$ cat config.mk
export PLATFORM = sky130hd
export DESIGN_NAME = video_out_h2c_bridge_flat
export DESIGN_NICKNAME = d
export VERILOG_FILES = /design/src/rtl/video_out_h2c_bridge_if.sv /design/src/rtl/video_out_h2c_bridge.sv /design/src/flat_wrapper.sv
export SDC_FILE = /design/constraint.sdc
export NUM_CORES = 1
export LEC_CHECK = 0
export CAP_MARGIN = 20
export CORE_MARGIN = 1
export CORE_UTILIZATION = 50
export DETAILED_ROUTE_END_ITERATION = 7
export GPL_TIMING_DRIVEN = 1
export PLACE_DENSITY = 0.81
export SLEW_MARGIN = 40
export SYNTH_ARGS = -nofsm -noshare
export SYNTH_HDL_FRONTEND = slang
export SYNTH_SLANG_ARGS = --single-unit
$ cat constraint.sdc
create_clock -name axi_aclk -period 4.2 [get_ports axi_aclk]
set_clock_uncertainty 0.1 [all_clocks]
set_input_delay 0.42 -clock axi_aclk [delete_from_list [all_inputs] [get_ports axi_aclk]]
set_output_delay 0.42 -clock axi_aclk [all_outputs]
set_load 0.01 [all_outputs]
$ cat src/rtl/video_out_h2c_bridge_if.sv
// H2C word stream plus the 24-bit video stream of the playback bridge.
// slave is the bridge's view; master is the host/sink side.
interface video_out_h2c_bridge_if;
  logic [127:0] h2c_tdata;
  logic [15:0]  h2c_tkeep;
  logic         h2c_tlast;
  logic         h2c_tvalid;
  logic         h2c_tready;
  logic [23:0]  axis_vid_tdata;
  logic         axis_vid_tvalid;
  logic         axis_vid_tready;
  logic         axis_vid_tuser;
  logic         axis_vid_tlast;

  modport slave (
    input  h2c_tdata, h2c_tkeep, h2c_tlast, h2c_tvalid,
    output h2c_tready,
    output axis_vid_tdata, axis_vid_tvalid, axis_vid_tuser, axis_vid_tlast,
    input  axis_vid_tready
  );

  modport master (
    output h2c_tdata, h2c_tkeep, h2c_tlast, h2c_tvalid,
    input  h2c_tready,
    input  axis_vid_tdata, axis_vid_tvalid, axis_vid_tuser, axis_vid_tlast,
    output axis_vid_tready
  );
endinterface

$ cat src/rtl/video_out_h2c_bridge.sv
// Playback bridge: unpacks 128-bit H2C words into four 24-bit pixels,
// generates SOF/EOL from x/y counters, checks the host frame boundary,
// counts mid-frame underruns and raises a frame-done IRQ.
module video_out_h2c_bridge #(
  parameter int unsigned FRAME_LINES = 1080,
  parameter int unsigned LINE_PIXELS = 1920
) (
  input  logic                         axi_aclk,
  input  logic                         axi_aresetn,
  input  logic                         ctrl_enable,
  input  logic                         ctrl_soft_reset,
  video_out_h2c_bridge_if.slave        bus,
  output logic                         usr_irq_req,
  input  logic                         usr_irq_ack,
  output logic                         sts_frame_err,
  output logic [15:0]                  sts_underrun_cnt
);

  localparam int unsigned XW = (LINE_PIXELS > 1) ? $clog2(LINE_PIXELS) : 1;
  localparam int unsigned YW = (FRAME_LINES > 1) ? $clog2(FRAME_LINES) : 1;
  localparam logic [XW-1:0] X_LAST  = XW'(LINE_PIXELS - 1);
  localparam logic [XW-1:0] X_LASTW = XW'(LINE_PIXELS - 4);
  localparam logic [YW-1:0] Y_LAST  = YW'(FRAME_LINES - 1);

  typedef enum logic [1:0] {IDLE, ACTIVE, DRAIN} state_t;

  state_t         state, state_d;
  logic [127:0]   word_q;
  logic           word_valid;
  logic [1:0]     pix_idx;
  logic [XW-1:0]  x, nx;
  logic [YW-1:0]  y, ny;
  logic           miss_pend;
  logic           clr;
  logic           h2c_hs, vid_hs, release_w, is_last_word, early, miss, underrun;
  logic           unused_tkeep;

  assign unused_tkeep = ^bus.h2c_tkeep;
  assign clr          = !ctrl_enable || ctrl_soft_reset;

  assign h2c_hs    = bus.h2c_tvalid && bus.h2c_tready;
  assign vid_hs    = bus.axis_vid_tvalid && bus.axis_vid_tready;
  assign release_w = vid_hs && (pix_idx == 2'd3);

  // Position of the next word's first pixel, i.e. x/y after this cycle's pop.
  always_comb begin
    nx = x;
    ny = y;
    if (vid_hs) begin
      if (x == X_LAST) begin
        nx = '0;
        ny = (y == Y_LAST) ? '0 : y + 1'b1;
      end else begin
        nx = x + 1'b1;
      end
    end
  end

  assign is_last_word = (nx == X_LASTW) && (ny == Y_LAST);
  assign early        = (state == ACTIVE) && h2c_hs && bus.h2c_tlast && !is_last_word;
  assign miss         = (state == ACTIVE) && h2c_hs && !bus.h2c_tlast && is_last_word;
  assign underrun     = (state == ACTIVE) && !word_valid && bus.axis_vid_tready &&
                        ((x != '0) || (y != '0) || (pix_idx != 2'd0));

  // State register.
  always_ff @(posedge axi_aclk or negedge axi_aresetn) begin
    if (!axi_aresetn) state <= IDLE;
    else              state <= state_d;
  end

  // Next-state logic; disable/soft reset override everything.
  always_comb begin
    state_d = state;
    if (clr) begin
      state_d = IDLE;
    end else begin
      case (state)
        IDLE:    state_d = ACTIVE;
        ACTIVE:  if (release_w && miss_pend) state_d = DRAIN;
        DRAIN:   if (h2c_hs && bus.h2c_tlast) state_d = ACTIVE;
        default: state_d = IDLE;
      endcase
    end
  end

  // Handshake outputs. While the missing-tlast word drains, the refill
  // normally allowed on its last pop is withheld so the next host word is
  // taken by DRAIN and discarded rather than loaded.
  always_comb begin
    bus.h2c_tready      = 1'b0;
    bus.axis_vid_tvalid = 1'b0;
    if (!clr) begin
      case (state)
        ACTIVE: begin
          bus.axis_vid_tvalid = word_valid;
          bus.h2c_tready      = !miss_pend &&
                                (!word_valid || (bus.axis_vid_tready && (pix_idx == 2'd3)));
        end
        DRAIN:   bus.h2c_tready = 1'b1;
        default: ;
      endcase
    end
  end

  assign bus.axis_vid_tdata = bus.axis_vid_tvalid ? word_q[{pix_idx, 5'b0} +: 24] : '0;
  assign bus.axis_vid_tuser = bus.axis_vid_tvalid && (x == '0) && (y == '0);
  assign bus.axis_vid_tlast = bus.axis_vid_tvalid && (x == X_LAST);

  // Word register, pixel/line counters, frame check and underrun count.
  always_ff @(posedge axi_aclk or negedge axi_aresetn) begin
    if (!axi_aresetn) begin
      word_q           <= '0;
      word_valid       <= 1'b0;
      pix_idx          <= '0;
      x                <= '0;
      y                <= '0;
      miss_pend        <= 1'b0;
      sts_frame_err    <= 1'b0;
      sts_underrun_cnt <= '0;
    end else if (clr) begin
      word_q           <= '0;
      word_valid       <= 1'b0;
      pix_idx          <= '0;
      x                <= '0;
      y                <= '0;
      miss_pend        <= 1'b0;
      sts_frame_err    <= 1'b0;
      sts_underrun_cnt <= '0;
    end else begin
      case (state)
        ACTIVE: begin
          x <= nx;
          y <= ny;
          if (vid_hs) pix_idx <= pix_idx + 2'd1;
          if (release_w) begin
            word_valid <= 1'b0;
            miss_pend  <= 1'b0;
            if (miss_pend) sts_frame_err <= 1'b1;
          end
          if (h2c_hs) begin
            if (early) begin
              x             <= '0;
              y             <= '0;
              pix_idx       <= '0;
              sts_frame_err <= 1'b1;
            end else begin
              word_q     <= bus.h2c_tdata;
              word_valid <= 1'b1;
              if (miss) miss_pend <= 1'b1;
            end
          end
          if (underrun && (sts_underrun_cnt != '1))
            sts_underrun_cnt <= sts_underrun_cnt + 16'd1;
        end
        DRAIN: begin
          if (h2c_hs && bus.h2c_tlast) begin
            x          <= '0;
            y          <= '0;
            pix_idx    <= '0;
            word_valid <= 1'b0;
          end
        end
        default: ;
      endcase
    end
  end

  // Frame-done IRQ: set wins over ack; survives disable/soft reset.
  always_ff @(posedge axi_aclk or negedge axi_aresetn) begin
    if (!axi_aresetn)                                          usr_irq_req <= 1'b0;
    else if (vid_hs && bus.axis_vid_tlast && (y == Y_LAST))    usr_irq_req <= 1'b1;
    else if (usr_irq_ack)                                      usr_irq_req <= 1'b0;
  end

endmodule

$ cat src/flat_wrapper.sv
// flat-port wrapper written by rule: the top's interface ports become plain ports
module video_out_h2c_bridge_flat 
#(
  parameter int unsigned FRAME_LINES = 1080,
  parameter int unsigned LINE_PIXELS = 1920
)
  (axi_aclk, axi_aresetn, ctrl_enable, ctrl_soft_reset, usr_irq_req, usr_irq_ack, sts_frame_err, sts_underrun_cnt, bus_h2c_tdata, bus_h2c_tkeep, bus_h2c_tlast, bus_h2c_tvalid, bus_h2c_tready, bus_axis_vid_tdata, bus_axis_vid_tvalid, bus_axis_vid_tuser, bus_axis_vid_tlast, bus_axis_vid_tready);
  video_out_h2c_bridge_if bus_i ();
  input  logic axi_aclk;
  input  logic axi_aresetn;
  input  logic ctrl_enable;
  input  logic ctrl_soft_reset;
  output logic usr_irq_req;
  input  logic usr_irq_ack;
  output logic sts_frame_err;
  output logic [15:0] sts_underrun_cnt;
  input wire logic [$bits(bus_i.h2c_tdata)-1:0] bus_h2c_tdata;
  input wire logic [$bits(bus_i.h2c_tkeep)-1:0] bus_h2c_tkeep;
  input wire logic [$bits(bus_i.h2c_tlast)-1:0] bus_h2c_tlast;
  input wire logic [$bits(bus_i.h2c_tvalid)-1:0] bus_h2c_tvalid;
  output wire logic [$bits(bus_i.h2c_tready)-1:0] bus_h2c_tready;
  output wire logic [$bits(bus_i.axis_vid_tdata)-1:0] bus_axis_vid_tdata;
  output wire logic [$bits(bus_i.axis_vid_tvalid)-1:0] bus_axis_vid_tvalid;
  output wire logic [$bits(bus_i.axis_vid_tuser)-1:0] bus_axis_vid_tuser;
  output wire logic [$bits(bus_i.axis_vid_tlast)-1:0] bus_axis_vid_tlast;
  input wire logic [$bits(bus_i.axis_vid_tready)-1:0] bus_axis_vid_tready;
  assign bus_i.h2c_tdata = bus_h2c_tdata;
  assign bus_i.h2c_tkeep = bus_h2c_tkeep;
  assign bus_i.h2c_tlast = bus_h2c_tlast;
  assign bus_i.h2c_tvalid = bus_h2c_tvalid;
  assign bus_h2c_tready = bus_i.h2c_tready;
  assign bus_axis_vid_tdata = bus_i.axis_vid_tdata;
  assign bus_axis_vid_tvalid = bus_i.axis_vid_tvalid;
  assign bus_axis_vid_tuser = bus_i.axis_vid_tuser;
  assign bus_axis_vid_tlast = bus_i.axis_vid_tlast;
  assign bus_i.axis_vid_tready = bus_axis_vid_tready;
  video_out_h2c_bridge #(.FRAME_LINES(FRAME_LINES), .LINE_PIXELS(LINE_PIXELS)) u_core (.axi_aclk(axi_aclk), .axi_aresetn(axi_aresetn), .ctrl_enable(ctrl_enable), .ctrl_soft_reset(ctrl_soft_reset), .bus(bus_i), .usr_irq_req(usr_irq_req), .usr_irq_ack(usr_irq_ack), .sts_frame_err(sts_frame_err), .sts_underrun_cnt(sts_underrun_cnt));
endmodule
==> results of run 1 <==
-- metal layers --
layer  vias up  wire length (um)  GRT usage
li1       3066                 -          -
met1      3211              8455     0.3352
met2       250              9503     0.4194
met3        33              1307    0.06195
met4         0               343    0.08651
met5         -                 0          0
-- worst min-delay path: stages, from the launching register on --
cell     delay (ns)
dfrtp_1        0.35
nor3b_1        0.05
nor2_1         0.07
-- flip-flops by register name, indices dropped and copies added (netlist names), 2 cells and up --
name	count
u_core.word_q	96
u_core.pix_idx	2
u_core.x	11
u_core.y	11
u_core.sts_underrun_cnt	16
u_core.state	2
-- final cells by class --
class                   count  area (um^2)  area share
multi-input cells         517         3809      0.3681
repair buffers            173         1704      0.1647
inverters                 110        412.9     0.03991
clock inverters            15        176.4     0.01705
clock buffers              17        425.4     0.04112
well taps                 211        264.0     0.02552
flip-flops and latches    142         3555      0.3436
-- power groups by stage --
stage               Sequential [mW]  Combinational (mW)  Clock [mW]
floorplan                      1.40              0.0607           0
global placement               1.40               0.209           0
detailed placement             1.40               0.212           0
CTS                            1.37               0.215        1.57
global route                   1.37               0.235        1.64
finish                         1.37               0.213        1.54
-- logic make-up (layout without fill, tap and decap cells) --
| group | Yosys count | after routing | share of synthesized area |
|---|---|---|---|
| AND/OR/NAND/NOR | 293 | 293 | 0.1779 |
| buffers and inverters | 160 | 315 | 0.08276 |
| flip-flops | 142 | 142 | 0.4443 |
| multiplexers | 126 | 126 | 0.1954 |
| AO/OA/AOI/OAI | 71 | 71 | 0.06493 |
| XOR/XNOR | 16 | 16 | 0.01752 |
| adder cells (fa/ha/maj) | 11 | 11 | 0.01721 |
-- worst max path at each step --
stage          slack [ns]             from            endpoint
2_1_floorplan        0.94  u_core.state[1]  u_core.word_q[100]
3_3_place_gp         0.18  ctrl_soft_reset         u_core.x[6]
3_5_place_dp         0.20  ctrl_soft_reset   u_core.word_q[44]
4_1_cts              0.48  u_core.state[1]   u_core.word_q[11]
5_1_grt              0.26      u_core.y[7]         u_core.x[8]
6_report             0.41  u_core.state[1]   u_core.word_q[22]
-- metrics by stage --
stage,utilization,instance area [um^2]
detailed placement,0.6310,9734
global placement,0.6300,9719
global route,0.6706,10350
finish,0.6706,10350
floorplan,-,7998
CTS,0.6706,10350
-- layout by cell type (no fill, tap or decap), types with 17 or more instances in the layout --
master           synthesis  final
clkdlybuf4s50_1          0    148
dfrtp_1                142    141
nand2_1                135    135
inv_1                  110    110
mux2i_1                101    101
nor2_1                  36     36
and2_1                  33     33
mux4_2                  24     24
nand3_1                 20     20
buf_4                    1     20
clkbuf_16                0     17
==> results.cfg, run 1 <==
[clocking]
clk_pin_slew_worst_paths_ns = 0.06
post_cts_buffers = 0
cts.sinks = 142
clock_latency_ns = 0.43
ctsRootBufferMaster = clkbuf_16
clock_path_buffers = 2
htree_levels = 4
cts_tree = built
cts_resized = 0
postCtsHoldBufs = 1
cts_buffers = 17

[logic_synthesis]
synth.avg_cell_area_um2 = 9.765
synth_edf_count = 0
yosysTopAreaCell = dfrtp_1
synthDistinctLibCells = 57
synth.top_cell.area_share = 0.4443
syn_inst = 819
ys_ff_latch = 142
synth_commonest_cells = dfrtp_1 (142), nand2_1 (135), inv_1 (110), mux2i_1 (101), nor2_1 (36)
ys.flop_type = dfrtp_1
async_flop_share = 1.000
ys_warn_count = 0
ys_top_cells_by_area = dfrtp_1 (44%), mux2i_1 (13%), mux4_2 (6.8%)
synth_area_mm2 = 0.007998
synth_nets = 982
yosysMostFrequentCell = dfrtp_1
synth-seq-area-share = 0.4443

[routing]
ant_nets = 0
dr.pass1.iters = 5
drt_first_iter_violations = 463
vias_per_cell = 5.536
vias = 6560
drc = 0
finalWirelength_um = 19610
wl_per_cell_um = 16.55

[floorplan]
fp.dieH_um = 128.5
ios = 198
die-area_mm2 = 0.01650
die_w_um = 128.5
rows = 45
core_mm2 = 0.01543
start_util = 0.5184

[global_routing]
groute.usage.overall = 0.2564
antenna_found_initial = 0
grt_pass1_vias = 6596
grt-ovfl-total = 0
grt_pass1_wl_um = 32640
grt_start_max_net_pins = 98

[job]
max-cap-violations = 0

[worst_setup_path]
r2r-start = u_core.state[1]
worstPathRequired_ns = 4.39
cp_data_arrival_time_ns = 3.98
slowest_stage = or4_1
crit_fanout = 56
end_kind = register
cpPeakStageDelay_ns = 0.58
cp-start-kind = register
worstPathCellList = inv_1 > ha_1 > nand4b_1 > or4_1 > buf_4 > or3_1 > a222oi_1 > and4b_1 > nand2_1 > a21o_4 > buf_12 > mux2i_1
critical_path_depth = 12
path_delay_family = simple AND/OR/NAND/NOR gates
regToRegSetupSlack_ns = 0.41
r2r-end = u_core.word_q[22]
reg2reg_depth = 12
crit_type = register to register
path_buf_inv = 3

[min_path]
min_to = u_core.sts_frame_err
hold_path.class = register to register
hp-start = u_core.sts_frame_err
hold_depth = 2

[sta]
fin_crit_ns = 3.790
hold_viol_final = 0
worst_pin_slew_ns = 0.7407
relSlewSlack = 0.5062
finalSetupViolCount = 0
finalSetupTns_ns = 0
holdWs_ns = 0.4133
rsz0062_at_grt = false
slew_violations = 0
fin_ws_ns = 0.4099
period_share = 0.9024
fmax_ghz = 0.2638

[pwr]
power_leakage_nw = 5.314
totalPowerFinal_mw = 3.128
ir_drop_mv = 0.2960
p_clk_frac = 0.494
sequentialPowerShare = 0.438
p_int_mw = 2.373
p_sw_frac = 0.2415
p_sw_uw = 755.5
power.share.combinational = 0.068
power.density_mw_per_mm2 = 302.3

[final_layout]
layout-drive-gt1-share = 0.09343
nets = 1124
areaGrowthSynthToFinish_pct = 29.37
antennaDiodeCount = 0
fillers = 1226
final_cells = 1185

[placed_design]
pre_cts_slack_ns = 0.2024
place_inst = 1152
dp.final_hpwl_um = 12950
port_buffers = 149
gp_congestion = 0.9551

[outcome]
status = finished clean
No activity file was read; power rests on OpenSTA's default activity.
==> run 2, diff against run 1 <==
==> constraint.sdc (replaced) <==
create_clock -name axi_aclk -period 3.8 [get_ports axi_aclk]
set_clock_uncertainty 0.1 [all_clocks]
set_input_delay 0.38 -clock axi_aclk [delete_from_list [all_inputs] [get_ports axi_aclk]]
set_output_delay 0.38 -clock axi_aclk [all_outputs]
set_load 0.01 [all_outputs]
==> run 2 against run 1 <==
Compared with the run above:
- register-to-register slack got worse by 0.19 ns
- wire length increased by 2.1%
- highest routed layer is now met5
- sequential cell count is the same
- cell count grew 0.76%
- design area increased by 0.80%
- core utilization rose by 0.54 points
- non-clock buffer count rose by 10
- via count increased by 0.46%
- die area unchanged
- global-route usage rose by 0.14 points
==> results.cfg, run 2 (synthesized netlist as in run 1, its figures left out) <==
[clocking]
cts_buffers = 17
post_cts_buffers = 0
clk_pin_slew_worst_paths_ns = 0.06
htree_levels = 4
clock_latency_ns = 0.42
clock_path_buffers = 2
cts_tree = built
cts.sinks = 142
ctsRootBufferMaster = clkbuf_16

[worst_setup_path]
path_buf_inv = 3
crit_fanout = 15
crit_top_cell = buf_4
cp_data_arrival_time_ns = 3.84
cp-start-kind = register
crit_type = register to register
path_delay_family = simple AND/OR/NAND/NOR gates
slowest_stage = or4_1
worstPathCellList = inv_1 > ha_1 > nand4b_1 > or4_1 > or3_1 > a222oi_1 > and4b_1 > a211oi_2 > buf_4 > buf_4 > o21ai_0 > a21o_1
end_kind = register
worstPathRequired_ns = 4.06
cpPeakStageDelay_ns = 0.59

[sta]
finalSetupViolCount = 0
holdWs_ns = 0.3765
rsz0062_at_grt = false
finalSetupTns_ns = 0
hold_viol_final = 0
relSlewSlack = 0.5167
fin_ws_ns = 0.2218
fmax_ghz = 0.2795
period_share = 0.9416
worst_pin_slew_ns = 0.7250
fin_crit_ns = 3.578
slew_violations = 0

[floorplan]
start_util = 0.5184
die_w_um = 128.5
die-area_mm2 = 0.01650
core_mm2 = 0.01543
rows = 45
ios = 198
fp.dieH_um = 128.5

[final_layout]
final_cells = 1194
nets = 1134
largest-register = u_core.word_q
fin_util = 0.6760
largest_reg_flops = 96
layout_commonest_cell = clkdlybuf4s50_1
layout-drive-gt1-share = 0.1027
areaGrowthSynthToFinish_pct = 30.40
reg.largest.list = u_core.word_q x96, u_core.sts_underrun_cnt x16
final_cell_mix = clkdlybuf4s50_1 (148), dfrtp_1 (141), nand2_1 (135)
antennaDiodeCount = 0

[routing]
finalWirelength_um = 20030
vias = 6590
vias_per_cell = 5.519
wl_per_cell_um = 16.77
drt_first_iter_violations = 431
dr.pass1.iters = 8
ant_nets = 0
drc = 0

[pwr]
power_leakage_nw = 5.372
sequentialPowerShare = 0.445
power.share.combinational = 0.070
p_sw_uw = 756.4
p_clk_frac = 0.485
power.density_mw_per_mm2 = 326.7
p_sw_frac = 0.2220
p_int_mw = 2.651
ir_drop_mv = 0.3242

[outcome]
status = finished clean

[global_routing]
antenna_found_initial = 1
groute.usage.overall = 0.2578
grt_pass1_wl_um = 32760
grt_start_max_net_pins = 98
grt-ovfl-total = 0
grt_pass1_vias = 6487

[job]
max-cap-violations = 0

[min_path]
hold_path.class = input port to asynchronous set/reset pin

[placed_design]
dp.final_hpwl_um = 13680
pre_cts_slack_ns = -0.02778
place_inst = 1162
port_buffers = 149
gp_congestion = 0.9120
[run 2: final timing paths]
path                                    from                           to  slack, ns  cells after the start
setup / recovery             u_core.state[1]                  u_core.y[0]       0.22                     12
hold / removal                   axi_aresetn                  u_core.x[7]       0.38                      2
setup reg to reg             u_core.state[1]                  u_core.y[0]       0.22                     12
hold reg to reg            u_core.word_q[72]            u_core.word_q[72]       0.42                      2
max in group asynchronous        axi_aresetn  u_core.sts_underrun_cnt[10]       2.27                      3
min in group axi_aclk      bus_h2c_tdata[55]            u_core.word_q[55]       0.38                      3
[run 2: power groups by stage]
stage / clock (mW) / combinational [mW] / sequential (mW)
final: 1.65 / 0.237 / 1.52
after global routing: 1.76 / 0.262 / 1.51
after CTS: 1.68 / 0.240 / 1.52
after detailed placement: 0 / 0.238 / 1.54
after global placement: 0 / 0.235 / 1.54
after floorplan: 0 / 0.0671 / 1.54
[run 2: metrics by stage]
step	instance area, um^2	power (mW)
after floorplan	7998	1.610
after global placement	9819	1.778
after detailed placement	9827	1.780
after CTS	10420	3.431
after global routing	10430	3.534
final	10430	3.407
[run 2: cell type report]
class | count | area [um^2]
timing repair buffer | 183 | 1804
clock buffer | 21 | 470.5
tap | 211 | 264.0
fill | 1192 | 4999
clock inverter | 10 | 112.6
sequential | 142 | 3555
inverter | 110 | 412.9
multi-input combinational | 517 | 3810
[run 2: per-layer routing]
metal,GRT usage,vias up,routed length [um]
li1,-,3077,-
met1,0.3447,3205,8628
met2,0.4134,259,9745
met3,0.05655,47,1130
met4,0.09550,2,509
met5,0,-,13
[run 2: timing repair]
action | in CTS | in global routing
setup endpoints to repair | 0 | 2
hold buffers | 1 | 0
resized for setup | 0 | 1
hold endpoints to repair | 51 | 0
==> run 3, diff against run 2 <==
--- a/config.mk
+++ b/config.mk
@@ -5,13 +5,16 @@
 export SDC_FILE = /design/constraint.sdc
 export NUM_CORES = 1
 export LEC_CHECK = 0
+export ABC_CLOCK_PERIOD_IN_PS = 3800
 export CAP_MARGIN = 20
 export CORE_MARGIN = 1
 export CORE_UTILIZATION = 50
 export DETAILED_ROUTE_END_ITERATION = 7
 export GPL_TIMING_DRIVEN = 1
 export PLACE_DENSITY = 0.81
+export RECOVER_POWER = 50
 export SLEW_MARGIN = 40
 export SYNTH_ARGS = -nofsm -noshare
 export SYNTH_HDL_FRONTEND = slang
 export SYNTH_SLANG_ARGS = --single-unit
+export TNS_END_PERCENT = 5
==> run 3 against run 2 <==
Compared with the run above:
- largest power group unchanged
- setup slack better by 0.0011 ns
- die area stayed put
- wire length is 0.24% lower
- sequential power hardly changed
- register-to-register slack hardly changed
- the flow now finishes with violations (capacitance limit, slew limit)
- worst hold slack better by 0.0099 ns
- fmax hardly changed
- critical path depth is 2 higher
- design area is 0.16% lower
- global-route usage stayed put
- sequential cell count stayed put
- core utilization is 0.11 points lower
==> results.cfg, run 3 (synthesized netlist as in run 1, its figures left out) <==
[outcome]
status = finished, violations left
violations = capacitance limit, slew limit

[floorplan]
die-area_mm2 = 0.01650
rows = 45
fp.dieH_um = 128.5
start_util = 0.5184
core_mm2 = 0.01543
ios = 198
die_w_um = 128.5

[final_layout]
layout_commonest_cell = dfrtp_1
antennaDiodeCount = 0
fillers = 1197
largest_reg_flops = 96
final_cells = 1194
final_cell_mix = dfrtp_1 (141), nand2_1 (135), clkdlybuf4s50_1 (130)
reg.largest.list = u_core.word_q x96, u_core.sts_underrun_cnt x16
layout-drive-gt1-share = 0.09868
nets = 1134
largest-register = u_core.word_q
areaGrowthSynthToFinish_pct = 30.19

[routing]
vias_per_cell = 5.517
vias = 6587
dr.pass1.iters = 5
drc = 0
wl_per_cell_um = 16.73
drt_first_iter_violations = 492
finalWirelength_um = 19980
ant_nets = 0

[min_path]
hold_path.class = input port to register

[global_routing]
grt_pass1_vias = 6487
grt.busiest_layer = met2
antenna_found_initial = 1
grt_start_max_net_pins = 98
met2_usage = 0.4134
groute.usage.overall = 0.2578
grt-ovfl-total = 0
met3_usage = 0.05655
use_met1 = 0.3447
grt_pass1_wl_um = 32760

[placed_design]
dp.final_hpwl_um = 13680
gp_congestion = 0.9120
port_buffers = 149
place_inst = 1162

[worst_setup_path]
worstPathRequired_ns = 4.06
slowest_stage = nor4bb_2
crit_type = register to register
path_buf_inv = 5
cpPeakStageDelay_ns = 0.46
cp_data_arrival_time_ns = 3.84
crit_fanout = 15
worstPathCellList = inv_1 > ha_1 > nand4b_1 > clkbuf_1 > inv_1 > nand2_1 > a31oi_1 > o21ai_0 > nor4bb_2 > a211oi_2 > buf_4 > buf_4 > o21ai_0 > a21o_1
path_delay_family = buffers and inverters
cp-start-kind = register
end_kind = register

[pwr]
power.density_mw_per_mm2 = 326.8
power_leakage_nw = 5.424
ir_drop_mv = 0.3220

[job]
max-cap-violations = 1

[sta]
relSlewSlack = -0.6070
period_share = 0.9413
rsz0062_at_grt = false
hold_viol_final = 0
holdWs_ns = 0.3864
fin_crit_ns = 3.577
slew_violations = 55
worst_pin_slew_ns = 2.410
finalSetupViolCount = 0
fmax_ghz = 0.2796

[clocking]
cts_buffers = 17
ctsRootBufferMaster = clkbuf_16
htree_levels = 4
post_cts_buffers = 0
cts.sinks = 142
clk_pin_slew_worst_paths_ns = 0.06
clock_latency_ns = 0.42
clock_path_buffers = 2
cts_tree = built
==> run 3: final cells by class <==
class / count / area [um^2] / area share
Multi-Input combinational cell: 517 / 3810 / 0.3659
Clock inverter: 10 / 112.6 / 0.01081
Clock buffer: 21 / 470.5 / 0.04518
Inverter: 110 / 412.9 / 0.03965
Tap cell: 211 / 264.0 / 0.02535
Sequential cell: 142 / 3555 / 0.3414
Timing Repair Buffer: 183 / 1788 / 0.1717
==> run 3: path summary, 6_finish.rpt <==
path | startpoint | endpoint | slack [ns] | depth (start not counted)
min in group asynchronous | axi_aresetn | u_core.x[7] | 1.29 | 2
max in group asynchronous | axi_aresetn | u_core.sts_underrun_cnt[10] | 0.69 | 3
hold / removal | bus_h2c_tdata[55] | u_core.word_q[55] | 0.39 | 3
setup reg to reg | u_core.state[1] | u_core.y[0] | 0.22 | 14
hold reg to reg | u_core.word_q[72] | u_core.word_q[72] | 0.42 | 2
setup / recovery | u_core.state[1] | u_core.y[0] | 0.22 | 14
==> run 3: power breakdown <==
group	total, mW	switching, mW	internal, mW	leakage (nW)
Clock	1.65	0.638	1.01	0.285
Sequential	1.52	0.00157	1.51	1.98
Combinational	0.237	0.113	0.123	3.16
==> run 3: stage by stage <==
| stage | total power, mW | setup slack [ns] | instance area [um^2] | TNS [ns] | util |
|---|---|---|---|---|---|
| global placement | 1.778 | 0.03778 | 9819 | 0 | 0.6365 |
| floorplan | 1.610 | 0.5417 | 7998 | 0 | - |
| detailed placement | 1.780 | -0.02778 | 9827 | -0.03376 | 0.6370 |
| CTS | 3.431 | 0.1614 | 10420 | 0 | 0.6754 |
| global route | 3.533 | 0.008289 | 10410 | 0 | 0.6749 |
| finish | 3.403 | 0.2229 | 10410 | 0 | 0.6749 |
==> run 3: routing by layer <==
| metal | vias up | share of wire |
|---|---|---|
| li1 | 3087 | - |
| met1 | 3199 | 0.43 |
| met2 | 254 | 0.49 |
| met3 | 45 | 0.056 |
| met4 | 2 | 0.025 |
| met5 | - | 0.00065 |
==> run 3: timing repair <==
action,in CTS,in global routing
endpoints found under the setup margin,0,2
hold buffers,1,0
gates resized for setup,0,1
endpoints found under the hold margin,51,0
==> run 3: worst min-delay path: cells and delay by family <==
family,cells,cell delay (ns)
buffers and inverters,2,0.44
multiplexers,1,0.05
